===== config.mk =====
export PLATFORM = sky130hd
export DESIGN_NAME = forwarding_hazard_ctrl
export DESIGN_NICKNAME = d
export VERILOG_FILES = /design/src/rtl/cpu_pkg.sv /design/src/rtl/forward_select.sv /design/src/rtl/forwarding_hazard_ctrl.sv
export SDC_FILE = /design/constraint.sdc
export NUM_CORES = 1
export LEC_CHECK = 0
export BUFFER_PORTS_ARGS = -buffer_cell sky130_fd_sc_hd__buf_2
export CORE_MARGIN = 10
export CORE_UTILIZATION = 51
export DETAILED_ROUTE_END_ITERATION = 10
export PLACE_DENSITY = 0.83
export RECOVER_POWER = 100
export SKIP_LAST_GASP = 1
export SLEW_MARGIN = 20
export SYNTH_ARGS = -nofsm -noshare
export SYNTH_HDL_FRONTEND = slang
export SYNTH_SLANG_ARGS = --single-unit

===== constraint.sdc =====
create_clock -name clk_i -period 4.9 [get_ports clk_i]
set_clock_uncertainty 0.1 [all_clocks]
set_input_delay 0.735 -clock clk_i [delete_from_list [all_inputs] [get_ports clk_i]]
set_output_delay 0.735 -clock clk_i [all_outputs]
set_load 0.01 [all_outputs]

===== src/rtl/cpu_pkg.sv =====
// +--------------------------------------------------------------------+
// | cpu_pkg: shared forwarding encodings and mul/div state type.       |
// | Rev 1.0                                                            |
// +--------------------------------------------------------------------+
`default_nettype none

package cpu_pkg;

  localparam logic [1:0] FWD_IDEX  = 2'b00;
  localparam logic [1:0] FWD_EXMEM = 2'b10;
  localparam logic [1:0] FWD_MEMWB = 2'b01;

  localparam logic [4:0] REG_ZERO = 5'd0;

  typedef enum logic [0:0] {
    MD_IDLE = 1'b0,
    MD_BUSY = 1'b1
  } md_state_e;

endpackage

`default_nettype wire


===== src/rtl/forward_select.sv =====
// +--------------------------------------------------------------------+
// | forward_select: picks the ALU operand source for one source reg.   |
// | Rev 1.0                                                            |
// +--------------------------------------------------------------------+
`default_nettype none

module forward_select
  import cpu_pkg::*;
(
  input  logic [4:0] src_reg_i,
  input  logic [4:0] mem_rd_i,
  input  logic       mem_reg_write_i,
  input  logic [4:0] wb_rd_i,
  input  logic       wb_reg_write_i,
  output logic [1:0] sel_o
);

  logic w_mem_hit;
  logic w_wb_hit;

  assign w_mem_hit = mem_reg_write_i && (mem_rd_i != REG_ZERO) && (mem_rd_i == src_reg_i);
  assign w_wb_hit  = wb_reg_write_i  && (wb_rd_i  != REG_ZERO) && (wb_rd_i  == src_reg_i);

  // The younger EX/MEM value must win over the older MEM/WB one.
  always_comb begin
    sel_o = FWD_IDEX;
    if (w_mem_hit) begin
      sel_o = FWD_EXMEM;
    end else if (w_wb_hit) begin
      sel_o = FWD_MEMWB;
    end
  end

endmodule

`default_nettype wire


===== src/rtl/forwarding_hazard_ctrl.sv =====
// +--------------------------------------------------------------------+
// | forwarding_hazard_ctrl: operand forwarding, load-use and mul/div   |
// | stall control for a 5-stage pipeline.  Rev 1.0                     |
// +--------------------------------------------------------------------+
`default_nettype none

module forwarding_hazard_ctrl
  import cpu_pkg::*;
#(
  parameter int MULDIV_LAT = 4
) (
  input  logic       clk_i,
  input  logic       rst_i,
  input  logic [4:0] idRs_i,
  input  logic [4:0] idRt_i,
  input  logic       idValid_i,
  input  logic [4:0] exRs_i,
  input  logic [4:0] exRt_i,
  input  logic [4:0] exRd_i,
  input  logic       exRegWrite_i,
  input  logic       exMemRead_i,
  input  logic       exMulDiv_i,
  output logic [1:0] forwardA_o,
  output logic [1:0] forwardB_o,
  output logic       pcWrite_o,
  output logic       ifidWrite_o,
  output logic       idexWrite_o,
  output logic       idexFlush_o,
  output logic       busy_o
);

  localparam bit         MD_EN    = (MULDIV_LAT >= 2);
  localparam logic [3:0] CNT_INIT = (MULDIV_LAT >= 2) ? 4'(MULDIV_LAT - 2) : 4'd0;

  md_state_e  state_q, state_d;
  logic [3:0] cnt_q, cnt_d;
  logic [4:0] mem_rd_q, mem_rd_d, wb_rd_q, wb_rd_d;
  logic       mem_rw_q, mem_rw_d, wb_rw_q, wb_rw_d;

  logic       md_stall;
  logic       load_use;
  logic [1:0] sel_a, sel_b;

  // The final BUSY cycle (cnt==0) is the one in which the result completes, so it does not stall.
  assign md_stall = ((state_q == MD_IDLE) && exMulDiv_i && MD_EN) ||
                    ((state_q == MD_BUSY) && (cnt_q != 4'd0));

  assign load_use = exMemRead_i && exRegWrite_i && (exRd_i != REG_ZERO) && idValid_i &&
                    ((exRd_i == idRs_i) || (exRd_i == idRt_i));

  always_ff @(posedge clk_i) begin
    if (rst_i) begin
      state_q  <= MD_IDLE;
      cnt_q    <= 4'd0;
      mem_rd_q <= REG_ZERO;
      mem_rw_q <= 1'b0;
      wb_rd_q  <= REG_ZERO;
      wb_rw_q  <= 1'b0;
    end else begin
      state_q  <= state_d;
      cnt_q    <= cnt_d;
      mem_rd_q <= mem_rd_d;
      mem_rw_q <= mem_rw_d;
      wb_rd_q  <= wb_rd_d;
      wb_rw_q  <= wb_rw_d;
    end
  end

  always_comb begin
    state_d = state_q;
    cnt_d   = cnt_q;
    case (state_q)
      MD_IDLE: begin
        if (exMulDiv_i && MD_EN) begin
          state_d = MD_BUSY;
          cnt_d   = CNT_INIT;
        end
      end
      MD_BUSY: begin
        if (cnt_q != 4'd0) begin
          cnt_d = cnt_q - 4'd1;
        end else begin
          state_d = MD_IDLE;
        end
      end
      default: begin
        state_d = MD_IDLE;
        cnt_d   = 4'd0;
      end
    endcase
  end

  // A stalled EX stage must not appear to advance into MEM.
  always_comb begin
    mem_rd_d = md_stall ? REG_ZERO : exRd_i;
    mem_rw_d = md_stall ? 1'b0     : exRegWrite_i;
    wb_rd_d  = mem_rd_q;
    wb_rw_d  = mem_rw_q;
  end

  forward_select u_fwd_a (
    .src_reg_i       (exRs_i),
    .mem_rd_i        (mem_rd_q),
    .mem_reg_write_i (mem_rw_q),
    .wb_rd_i         (wb_rd_q),
    .wb_reg_write_i  (wb_rw_q),
    .sel_o           (sel_a)
  );

  forward_select u_fwd_b (
    .src_reg_i       (exRt_i),
    .mem_rd_i        (mem_rd_q),
    .mem_reg_write_i (mem_rw_q),
    .wb_rd_i         (wb_rd_q),
    .wb_reg_write_i  (wb_rw_q),
    .sel_o           (sel_b)
  );

  always_comb begin
    forwardA_o  = sel_a;
    forwardB_o  = sel_b;
    pcWrite_o   = 1'b1;
    ifidWrite_o = 1'b1;
    idexWrite_o = 1'b1;
    idexFlush_o = 1'b0;
    busy_o      = 1'b0;
    if (rst_i) begin
      forwardA_o = FWD_IDEX;
      forwardB_o = FWD_IDEX;
    end else if (md_stall) begin
      pcWrite_o   = 1'b0;
      ifidWrite_o = 1'b0;
      idexWrite_o = 1'b0;
      busy_o      = 1'b1;
    end else if (load_use) begin
      pcWrite_o   = 1'b0;
      ifidWrite_o = 1'b0;
      idexFlush_o = 1'b1;
    end
  end

endmodule

`default_nettype wire

==> run_results.csv, run 1 <==
group,metric,value,unit
run_status,status,"complete, no violations",
drt,wl,2420,um
logic_synthesis,synth_top_area_frac,0.336,
floorplanning,die_x,64.6,um
finish,mostFrequentLayoutCells,"buf_2 (30), xnor2_1 (22), dfxtp_1 (17)",
hold_path,hp-class,"flip-flop to flip-flop",
setup_path,rr_endpoint,"mem_rd_q[4]",
logic_synthesis,syn_area,1010,sq um
timing,period_share,0.622,
logic_synthesis,yosysTopAreaCell,"dfxtp_1",
grt,grt_pass1_wl,3970,um
finish,post-route-util,0.645,
logic_synthesis,synth_edf_count,0,
timing,setup_viol,0,
clock_tree,cts.path.max_buffers,2,
setup_path,ff2ff_setup_slack,2.91,ns
timing,tightest_slew,0.658,ns
setup_path,crit_type,"flip-flop to output pin",
setup_path,arrival,2.21,ns
logic_synthesis,yosysWarnings,0,
setup_path,critical_path.reg2reg.startpoint,"cnt_q[0]",
grt,gr-usage-all-layers,0.114,
logic_synthesis,avgSynthCellArea,8.89,sq um
finish,nets,189,
finish,area_growth_syn_to_layout,22.2,%
clock_tree,insertion_delay,0.28,ns
floorplanning,die-height,64.6,um
logic_synthesis,yosys-top-cells-area,"dfxtp_1 (34%), xnor2_1 (19%), xor2_1 (7.8%)",
timing,max_slew_margin,0.561,
timing,rsz0062_at_grt,"false",
timing,fmax,328,MHz
logic_synthesis,syn_inst,114,
drt,viasPerCell,5.09,
setup_path,start_kind,"flip-flop",
finish,final-seq-area,340,sq um
floorplanning,initial_core_util,0.527,
clock_tree,cts-root-buf,"clkbuf_4",
power_and_ir_drop,p_leak,0.505,nW
clock_tree,clkSinkCount,17,
logic_synthesis,synth-async-reset-ratio,0,
drt,drtAntennaViolNets,0,
finish,multi_input_area,643,sq um
drt,wl_per_cell,13.3,um
setup_path,r2r_cells,6,
clock_tree,clkTransAtPathRegs,0.10,ns
placed_design,io_buffer_count,39,
finish,drive_gt1_frac,0.226,
logic_synthesis,ys_seq_area_frac,0.336,
setup_path,path_max_fanout,7,
hold_path,min_from,"mem_rw_q",
clock_tree,cts_htree_levels,1,
setup_path,worstPathRequired,4.07,ns
clock_tree,cts_buffers,3,
hold_path,min_to,"wb_rw_q",
logic_synthesis,ys_ff_latch,17,
timing,layout_min_cycle_time,3.05,ns
clock_tree,cts_tree,"yes",
power_and_ir_drop,irDropWorstVdd,0.000141,V
clock_tree,postCtsHoldBufs,0,
drt,drt_iter0_markers,19,
timing,setup_tns,0,ns
grt,globalRouteOverflowTotal,0,
drt,route.detailed.drc,0,
finish,antennaDiodeCount,0,
drt,drt_pass1_iterations,4,
timing,maxSlewViolCount,0,
finish,n_fill_cell,182,
grt,antenna_found_initial,0,
power_and_ir_drop,p_per_area,241,nW/um^2
run,cap_violations,0,
placed_design,hpwl,2070,um
finish,final_common_cell,"buf_2",
grt,grt_max_degree,18,
logic_synthesis,synthFlopType,"dfxtp_1",
floorplanning,core_area,1920,sq um
timing,finalHoldViolCount,0,
floorplanning,rows,16,
clock_tree,cts_setup_buffers,0,
floorplanning,ioPinCount,40,
drt,vias,926,
hold_path,hold_path_depth,1,
logic_synthesis,yosys.cell_types.count,29,
clock_tree,post_cts_resized,0,
placed_design,gp_congestion,0.816,
logic_synthesis,syn-num-nets,147,
setup_path,crit_path_end_kind,"output pin",
floorplanning,dieArea,4170,sq um
grt,first_global_vias,1003,
[through the flow]
step           hold slack (ns)  worst slack (ns)  instances  cell area (sq um)  power, mW
3_3_place_gp             0.369              2.11        178               1230      0.229
2_1_floorplan            0.355              2.32        114               1010      0.204
6_report                 0.369              1.85        182               1240      0.299
4_1_cts                  0.386              2.05        182               1260      0.303
5_1_grt                  0.391              1.65        182               1240      0.318
3_5_place_dp             0.370              2.05        178               1230      0.233
[sequential cells by signal, indices dropped and copies added, names as in the netlist]
name	flops
wb_rd_q	5
mem_rd_q	5
wb_rw_q	1
state_q	1
cnt_q	4
mem_rw_q	1
[routing by layer]
metal / GRT usage / wire (um) / vias up
li1: - / - / 470
met1: 0.123 / 1050 / 397
met2: 0.182 / 1090 / 53
met3: 0.0481 / 217 / 6
met4: 0.0722 / 61 / 0
met5: 0 / 0 / -
[cells by family (layout without fill, tap and decap cells)]
family / Yosys count / in the layout / share of synthesized area
compound gates: 10 / 10 / 0.0654
xor+xnor: 31 / 31 / 0.268
fa+ha+maj: 2 / 2 / 0.0247
buf+inv: 5 / 46 / 0.0222
flops: 17 / 17 / 0.336
simple gates: 49 / 49 / 0.284
[synthesized netlist by cell type (all sizes together) (2+ instances only)]
master	count
and3	2
inv	3
dfxtp	17
xnor2	22
and2	6
ha	2
nor3	6
o21ai	2
nor2b	8
a21oi	4
xor2	9
nor2	3
nor4	4
nand3	8
or4	3
nand2	6
[worst max path at each step]
stage / to / start / cells past startpoint / slack, ns
2_1_floorplan: pcWrite_o / cnt_q[0] / 7 / 2.32
3_3_place_gp: forwardB_o[0] / rst_i / 6 / 2.11
3_5_place_dp: forwardB_o[0] / rst_i / 6 / 2.05
4_1_cts: ifidWrite_o / cnt_q[0] / 7 / 2.05
5_1_grt: ifidWrite_o / cnt_q[1] / 7 / 1.65
6_report: ifidWrite_o / cnt_q[0] / 7 / 1.85
[where the power goes]
group	total, mW	internal, mW	switching, mW
Combinational	0.0728	0.0364	0.0365
Sequential	0.155	0.146	0.00874
Clock	0.0709	0.0316	0.0394
Total	0.299	0.214	0.0845
[cell type report]
cell class	count	area share
Multi-Input combinational cell	92	0.519
Sequential cell	17	0.275
Timing Repair Buffer	39	0.148
Tap cell	27	0.0273
Clock buffer	4	0.0212
Inverter	3	0.00909
[critical path, stage by stage, from the launching register on]
cell and delay, ns:
dfxtp_1 0.35, inv_1 0.11, ha_1 0.14, or3b_1 0.42
a21oi_1 0.43, nor2_1 0.13, a21oi_1 0.19, clkbuf_1 0.18
(Power assumes the default switching activity.)
==> run 2: changes to the inputs <==
- ABC_AREA: not set -> 1
- CORE_ASPECT_RATIO: not set -> 1.75
- CORE_UTILIZATION: 51 -> 49
- PLACE_DENSITY: 0.83 -> 0.78
- clock period: 4.9 -> 2.9 ns (I/O delays scaled with it)
==> run_results.csv, run 2 <==
group,metric,value,unit
timing,tightest_slew,0.650,ns
logic_synthesis,yosys.cell_types.count,23,
floorplanning,rows,23,
run,cap_violations,0,
floorplanning,dieArea,4860,sq um
timing,fmax,437,MHz
grt,grt_pass1_wl,5080,um
timing,setup_viol,0,
timing,setup_tns,0,ns
clock_tree,cts_htree_levels,1,
grt,gr-usage-all-layers,0.125,
finish,area_growth_syn_to_layout,19.1,%
floorplanning,die-height,85.0,um
clock_tree,cts_tree,"yes",
drt,route.detailed.drc,0,
logic_synthesis,synth_most_common_cell,"nand2_1",
drt,drt_pass1_iterations,4,
finish,nets,271,
logic_synthesis,ys_seq_area_frac,0.288,
timing,hold_ws,0.318,ns
logic_synthesis,syn-num-nets,229,
grt,antenna_found_initial,0,
grt,first_global_vias,1316,
timing,max_slew_margin,0.567,
clock_tree,cts_buffers,3,
drt,viasPerCell,4.76,
placed_design,io_buffer_count,39,
hold_path,min_from,"mem_rw_q",
clock_tree,clkSinkCount,17,
logic_synthesis,syn_area,1180,sq um
setup_path,start_kind,"flip-flop",
setup_path,ff2ff_setup_slack,1.16,ns
drt,vias,1247,
logic_synthesis,avgSynthCellArea,6.04,sq um
power_and_ir_drop,p_per_area,407,nW/um^2
finish,final_common_cell,"nand2_1",
setup_path,critical_path.reg2reg.startpoint,"cnt_q[0]",
logic_synthesis,yosysWarnings,0,
timing,maxSlewViolCount,0,
setup_path,rr_endpoint,"cnt_q[2]",
logic_synthesis,yosys-top-cells-area,"dfxtp_1 (29%), nand2_1 (16%), inv_1 (11%)",
setup_path,crit_type,"flip-flop to output pin",
logic_synthesis,yosysTopAreaCell,"dfxtp_1",
hold_path,hp-class,"flip-flop to flip-flop",
timing,rsz0062_at_grt,"false",
setup_path,arrival,1.75,ns
drt,wl,2850,um
floorplanning,ioPinCount,40,
logic_synthesis,syn_inst,196,
drt,drt_iter0_markers,14,
logic_synthesis,synthFlopType,"dfxtp_1",
hold_path,min_to,"wb_rw_q",
run_status,status,"complete, no violations",
hold_path,hold_path_depth,2,
floorplanning,die_x,57.2,um
setup_path,r2r_cells,8,
clock_tree,cts_setup_buffers,0,
placed_design,hpwl,2500,um
clock_tree,postCtsHoldBufs,0,
setup_path,crit_path_end_kind,"output pin",
setup_path,worstPathRequired,2.37,ns
logic_synthesis,synth_edf_count,0,
drt,wl_per_cell,10.9,um
power_and_ir_drop,p_leak,0.787,nW
drt,drtAntennaViolNets,0,
grt,globalRouteOverflowTotal,0,
logic_synthesis,ys_ff_latch,17,
clock_tree,insertion_delay,0.25,ns
finish,mostFrequentLayoutCells,"nand2_1 (53), inv_1 (36), buf_2 (31)",
logic_synthesis,synth-async-reset-ratio,0,
setup_path,path_max_fanout,4,
floorplanning,initial_core_util,0.514,
power_and_ir_drop,irDropWorstVdd,0.000321,V
logic_synthesis,ys_top_cells_by_count,"nand2_1 (50), inv_1 (35), nor2_1 (27), dfxtp_1 (17), nand3_1 (11)",
clock_tree,cts.path.max_buffers,2,
timing,layout_min_cycle_time,2.29,ns
floorplanning,core_area,2300,sq um
grt,grt_max_degree,15,
timing,finalHoldViolCount,0,
timing,period_share,0.789,
clock_tree,clkTransAtPathRegs,0.06,ns
clock_tree,post_cts_resized,0,
finish,antennaDiodeCount,0,
placed_design,gp_congestion,0.851,
finish,top_regs,"mem_rd_q: 5 flops, wb_rd_q: 5 flops, cnt_q: 4 flops",
logic_synthesis,synth_top_area_frac,0.288,
clock_tree,cts-root-buf,"clkbuf_8",
finish,drive_gt1_frac,0.198,
[run 2: cell types whose count changed in the layout (fill, tap and decap cells not counted), sizes merged, moves of 3 or more]
cell   change
and2       -6
nand2     +49
nand4      +3
inv       +40
nor3       -3
o21ai      +8
nor2b      -8
or4        -3
nand3      +3
nor4       -4
xor2       -6
xnor2     -13
nor2      +27
[run 2: worst max path at each step]
stage | slack [ns] | endpoint | cells past startpoint | start
detailed placement | 1.03 | forwardB_o[0] | 7 | rst_i
global placement | 1.07 | forwardB_o[0] | 7 | rst_i
CTS | 0.84 | ifidWrite_o | 9 | cnt_q[1]
floorplan | 1.06 | pcWrite_o | 9 | cnt_q[1]
finish | 0.61 | ifidWrite_o | 9 | cnt_q[0]
global route | 0.43 | ifidWrite_o | 9 | cnt_q[0]
[run 2: layout make-up]
class	count	area (sq um)
timing repair buffer	39	185
clock buffer	4	45.0
multi-input combinational	133	642
fill	240	892
inverter	44	166
sequential	17	340
tap	25	31.3
[run 2: layer usage]
metal	routed length (um)	global-route usage	up-vias	share of wire
met4	78	0.0773	0	0.027
met1	1090	0.106	539	0.38
li1	-	-	666	-
met2	1480	0.241	37	0.52
met3	198	0.0328	5	0.069
met5	0	0	-	0
[run 2: metrics by stage]
step,area (sq um),instances,util,power [mW],setup slack (ns)
finish,1410,262,0.613,0.573,0.611
global route,1410,262,0.613,0.611,0.425
CTS,1440,262,0.627,0.590,0.843
detailed placement,1400,258,0.607,0.421,1.03
global placement,1400,258,0.607,0.420,1.07
floorplan,1180,196,-,0.368,1.06
[run 2: cell families after synthesis]
kind of cell	share of synthesized area
AO/OA/AOI/OAI	0.0708
XOR/XNOR	0.0888
adder cells (fa/ha/maj)	0.0211
buffers and inverters	0.152
flip-flops	0.288
AND/OR/NAND/NOR	0.379
[run 2: critical path: stages (launching register included)]
cell,delay (ns)
dfxtp_1,0.34
inv_1,0.07
ha_1,0.19
nand3_1,0.08
nand2_1,0.06
nand2_1,0.13
clkinvlp_2,0.23
nor2_4,0.20
a21oi_1,0.07
clkbuf_1,0.13
[run 2: power breakdown]
part / total [mW] / switching (mW) / leakage, nW / internal, mW
clock network: 0.169 / 0.0715 / 0.0228 / 0.0973
logic: 0.145 / 0.0849 / 0.625 / 0.0605
registers: 0.259 / 0.0103 / 0.139 / 0.249
total: 0.573 / 0.167 / 0.787 / 0.407
